===== config.mk =====
export PLATFORM = sky130hd
export DESIGN_NAME = tone_gen
export DESIGN_NICKNAME = d
export VERILOG_FILES = /design/src/rtl/tone_gen_pkg.sv /design/src/rtl/tone_gen.sv
export SDC_FILE = /design/constraint.sdc
export NUM_CORES = 1
export LEC_CHECK = 0
export ABC_AREA = 1
export CAP_MARGIN = 20
export CORE_MARGIN = 8
export CORE_UTILIZATION = 25
export DETAILED_ROUTE_END_ITERATION = 8
export DONT_BUFFER_PORTS = 1
export GPL_TIMING_DRIVEN = 0
export PLACE_DENSITY_LB_ADDON = 0.3
export SLEW_MARGIN = 20
export SYNTH_ARGS = -nofsm -noshare
export SYNTH_HDL_FRONTEND = slang
export SYNTH_SLANG_ARGS = --single-unit

===== constraint.sdc =====
create_clock -name clk -period 4 [get_ports clk]
set_input_delay 1.2 -clock clk [delete_from_list [all_inputs] [get_ports clk]]
set_output_delay 1.2 -clock clk [all_outputs]
set_load 0.1 [all_outputs]

===== src/rtl/tone_gen_pkg.sv =====
// Shared definitions for the tone path: generator state encoding, the default
// minimum audible period and the duty-to-high-length helper.
package tone_gen_pkg;

   typedef enum logic [1:0] {
      StIdle = 2'd0,
      StHigh = 2'd1,
      StLow  = 2'd2
   } tone_state_e;

   // Below 16 clk cycles the 1/16 duty setting would round high_len to zero.
   localparam int unsigned DefaultMinPeriod = 16;

   // High half-period for a given full period and volume (duty 1/2 .. 1/16).
   function automatic logic [31:0] high_len_of(input logic [31:0] period,
                                               input logic [1:0]  vol);
      logic [2:0] shamt;
      shamt = {1'b0, vol} + 3'd1;
      return period >> shamt;
   endfunction

endpackage


===== src/rtl/tone_gen.sv =====
// Square-wave tone generator: turns a period count into a duty-scaled waveform,
// re-latching period/volume only at wave-period boundaries so halves never tear.
module tone_gen
   import tone_gen_pkg::*;
#(
   parameter int unsigned MIN_PERIOD = DefaultMinPeriod
) (
   input  logic        clk,
   input  logic        rst,
   input  logic        en,
   input  logic [31:0] period,
   input  logic [1:0]  vol,
   output logic        wave,
   output logic        cycle_tick,
   output logic        active
);

   tone_state_e state_q;
   logic [31:0] cnt_q;
   logic [31:0] low_len_q;

   logic        start_ok;
   logic [31:0] high_len_new;
   logic [31:0] low_len_new;

   always_comb begin
      start_ok     = en && (period >= MIN_PERIOD);
      high_len_new = high_len_of(period, vol);
      low_len_new  = period - high_len_new;
   end

   // The high length is consumed immediately by the counter load, so only the
   // low length needs to be held across the wave period.
   always_ff @(posedge clk or posedge rst) begin
      if (rst) begin
         state_q    <= StIdle;
         cnt_q      <= '0;
         low_len_q  <= '0;
         wave       <= 1'b0;
         cycle_tick <= 1'b0;
         active     <= 1'b0;
      end else begin
         cycle_tick <= 1'b0;
         unique case (state_q)
            StIdle: begin
               if (start_ok) begin
                  state_q    <= StHigh;
                  cnt_q      <= high_len_new - 32'd1;
                  low_len_q  <= low_len_new;
                  wave       <= 1'b1;
                  cycle_tick <= 1'b1;
                  active     <= 1'b1;
               end else begin
                  wave   <= 1'b0;
                  active <= 1'b0;
               end
            end
            StHigh: begin
               if (!en) begin
                  state_q <= StIdle;
                  cnt_q   <= '0;
                  wave    <= 1'b0;
                  active  <= 1'b0;
               end else if (cnt_q != 32'd0) begin
                  cnt_q <= cnt_q - 32'd1;
               end else begin
                  state_q <= StLow;
                  cnt_q   <= low_len_q - 32'd1;
                  wave    <= 1'b0;
               end
            end
            StLow: begin
               if (!en) begin
                  state_q <= StIdle;
                  cnt_q   <= '0;
                  wave    <= 1'b0;
                  active  <= 1'b0;
               end else if (cnt_q != 32'd0) begin
                  cnt_q <= cnt_q - 32'd1;
               end else if (start_ok) begin
                  // Boundary with no gap cycle: next period starts right here.
                  state_q    <= StHigh;
                  cnt_q      <= high_len_new - 32'd1;
                  low_len_q  <= low_len_new;
                  wave       <= 1'b1;
                  cycle_tick <= 1'b1;
               end else begin
                  state_q <= StIdle;
                  cnt_q   <= '0;
                  wave    <= 1'b0;
                  active  <= 1'b0;
               end
            end
            default: begin
               state_q <= StIdle;
               cnt_q   <= '0;
               wave    <= 1'b0;
               active  <= 1'b0;
            end
         endcase
      end
   end

endmodule


==> metrics.md <==
| Metric | Value |
|---|---|
| Status | finished clean |
| Total gr overflow | 0 |
| Commonest non-fill, non-tap cell in the layout | nand2_1 |
| LEAKAGE | 0.00461 uW |
| Warnings from Yosys | 0 |
| CTS tree | done |
| Hpwl dp | between 20000 and 30000 um |
| Ratio of cells with drive above 1 in the final layout | 6.67% |
| Layout fillers | 3936 |
| MaxCap Viol Count | 0 |
| DR vias | 9880 |
| Synthesized cell area | around 8700 um^2 |
| Total setup buffers inserted after CTS | 0 |
| Buf/Inv on CP | 3 |
| FF-to-FF End | cnt_q[14]$_DFFE_PP0N_ |
| R2R cell count | 10 |
| Gr usage total | 16.6% |
| Row count | 68 |
| Vias in the first global route | 9594 |
| CTS sink cnt | 69 |
| VDD IR max | 217 uV |
| IO Port Bufs | 0 |
| GPL Wtd Cong | around 1 |
| Synthesized Nets | about 1600 |
| Core ar. | 34500 um^2 |
| Most Frequent Cell on Critical Path | nand2_1 |
| RSZ-0062 raised after global routing | false |
| CTS Buf Count | 9 |
| Fin. max-slew vios | 0 |
| Number of synthesized flops with an enable pin | 0 |
| Area grow syn2layout | 10.8% |
| CP delay by family, top | simple AND/OR/NAND/NOR gates |
| Seq cells post-synth | 69 |
| Initial antenna violation count | 0 |
| Ys flop type | dfrtp_1 |
| Max-Slew Margin vs Limit | 31.5% |
| HP Class | reg -> reg |
| CTS root buffer | clkbuf_16 |
| Clock Latency Late Sink | 0.34 ns |
| Worst slew pin tran | 1.03 ns |
| Die Height | a little over 200 um |
| First-pass GRT wire length | 53600 um |
| Worst setup EP type | register |
| Min Tclk post-route | 3.72 ns |
| Post-DR wirelength/cell | roughly 17 um |
| Drt via density | 4.98 |
| Remaining DRCs | 0 |
| Largest net degree at the start of global routing | 50 |
| PwrDens | 446 nW/um^2 |
| CP peak stage delay | 0.36 ns |
| Total power | 4320 uW |
| Die width | 203 um |
| Top Ports | 40 |
| Mean Syn Cell Area | 5.78 um^2 |
| Crit Path Class | in -> reg |
| GR Util met1 | 21.9% |
| Final nets | 1598 |
| WL final | roughly 35000 um |
| Cell count after synthesis | around 1500 |
| Crit path DAT | 3.94 ns |
| Final core utilization | 28.1% |
| Clk slew on worst S/H paths | 0.06 ns |
| M3 GR Usage | 1.98% |
| H-tree depth | 3 |
| Worst path slowest cell | fa_1 |
| Yosys cell types | between 40 and 50 |
| Initial core utilization | 25.4% |
| Die Area | 41200 um^2 |
| Critical-path cell list | inv_1 > buf_2 > nand2_1 > nand2_1 > ha_1 > fa_1 > inv_1 > nand2_1 > o21ai_2 > a21oi_1 > o21ai_1 > nand2_1 > nand2_1 > nand2_1 > nand3_1 > nand2_1 > nand3_1 > o21ai_0 |
| Endpoints failing setup | 0 |
| Hold path start | low_len_q[1]$_DFFE_PP0P_ |
| Reg-to-reg critical path startpoint | cnt_q[0]$_DFFE_PP0N_ |
| DR pass1 iterations | 5 |
| Async SR Flop Fraction | 100% |
| CP Launch Type | input pin |
| Clock Skews | 0.00904 ns |
| M2 GR Usage | 27.7% |
| Crit-path max FO | 10 |
| Iter 0 DRT Violations | 804 |
| Hold depth | 2 |
| Register-to-register setup slack | 1.22 ns |
| Crit path from | vol[1] |
| Final ANT Viol Nets | 0 |
| Final cycle utilization of the critical path | 92.9% |
| Crit path required time | 4.22 ns |
| Max Root-Sink Buffers | 2 |
| Most frequent cells in the layout | nand2_1 (472), nor2_1 (210), nand3_1 (175) |
| Fmax | 0.269 GHz |
| Antenna diodes | 0 |
| Hold Path Sink | low_len_q[1]$_DFFE_PP0P_ |
| Sequential fraction of the synthesis area | 19.7% |
| Hold Fails Final Rpt | 0 |
| Gr busiest metal | met2 |
per-stage QoR:
step	setup WS (ns)	hold slack (ns)	instances	cell area [um^2]	TNS, ns
final	0.283	0.493	1985	9690	0
after global routing	0.0702	0.540	1985	9690	0
after CTS	0.0134	0.494	1985	9690	0
after detailed placement	-0.503	0.478	1969	9340	-3.21
after global placement	-0.522	0.476	1968	9310	-3.11
after floorplan	0.372	0.455	1513	8740	0
cell usage after synthesis (5+ instances only):
library cell / instances / share of area, %
buf_6: 7 / 0.90
xor2_1: 33 / 3.3
nand2_1: 472 / 20
nand4_1: 34 / 2.4
o21ai_1: 19 / 1.1
or2_2: 5 / 0.36
nor2_2: 9 / 0.64
dfrtp_1: 69 / 20
nand3b_1: 7 / 0.60
a31oi_1: 6 / 0.43
nor2_1: 210 / 9.0
o21ai_2: 11 / 1.1
nand3_1: 175 / 10
nand2_2: 15 / 1.1
nor2_4: 10 / 1.3
o21ai_0: 86 / 4.9
clkbuf_1: 5 / 0.21
nor3_1: 11 / 0.63
ha_1: 35 / 5.0
a21o_1: 6 / 0.52
inv_1: 160 / 6.9
xnor2_1: 17 / 1.7
a21oi_1: 55 / 3.1
o211ai_1: 6 / 0.52
buf_2: 12 / 0.69
registers in the layout (all words and copies together) (netlist names):
register	flops
active	1
low_len_q	32
cnt_q	32
state_q	2
wave	1
cycle_tick	1
layout make-up:
cell class | instances | area [um^2] | share of cell area, %
multi-input combinational | 1250 | 6210 | 64.1
sequential | 69 | 1730 | 17.8
inverter | 167 | 634 | 6.55
tap | 455 | 569 | 5.87
clock buffer | 13 | 280 | 2.89
buffer | 27 | 176 | 1.82
clock inverter | 3 | 65.1 | 0.671
timing repair buffer | 1 | 27.5 | 0.284
worst reg2reg max path, cell delays in order, from the launching register on:
cell	delay, ns
dfrtp_1	0.35
inv_1	0.11
ha_1	0.28
and3_1	0.18
nand4_1	0.07
nor2_1	0.05
buf_2	0.19
a21oi_1	0.84
nor2_1	0.22
o21ai_1	0.26
o21ai_1	0.10
repair_timing:
item                                    CTS  global route
hold buffers                              0             0
endpoints found under the setup margin    5             5
gates resized for setup                   2             2
where the power goes:
part	internal (uW)	total, uW	switching (uW)
Clock	614	935	322
Sequential	936	1260	328
Combinational	675	2120	1450
worst max path at each step:
stage | cells after the start | to | slack (ns)
finish | 18 | low_len_q[26]$_DFFE_PP0P_ | 0.28
global route | 18 | low_len_q[26]$_DFFE_PP0P_ | 0.07
floorplan | 19 | low_len_q[26]$_DFFE_PP0P_ | 0.37
CTS | 15 | low_len_q[30]$_DFFE_PP0P_ | 0.01
global placement | 18 | low_len_q[26]$_DFFE_PP0P_ | -0.52
detailed placement | 15 | low_len_q[30]$_DFFE_PP0P_ | -0.50
layer usage:
layer  share of wire, %  wire, um
met5                  0         0
met3                5.1      1770
met4                2.4       845
met2                 46     16000
met1                 46     15900
cell families after synthesis:
group	Yosys count	share of synthesized area, %
simple gates	960	47.7
compound gates	204	13.1
buf+inv	194	9.24
flops	69	19.7
xor+xnor	50	5.01
fa+ha+maj	36	5.24
No activity file was read; power rests on OpenSTA's default activity.
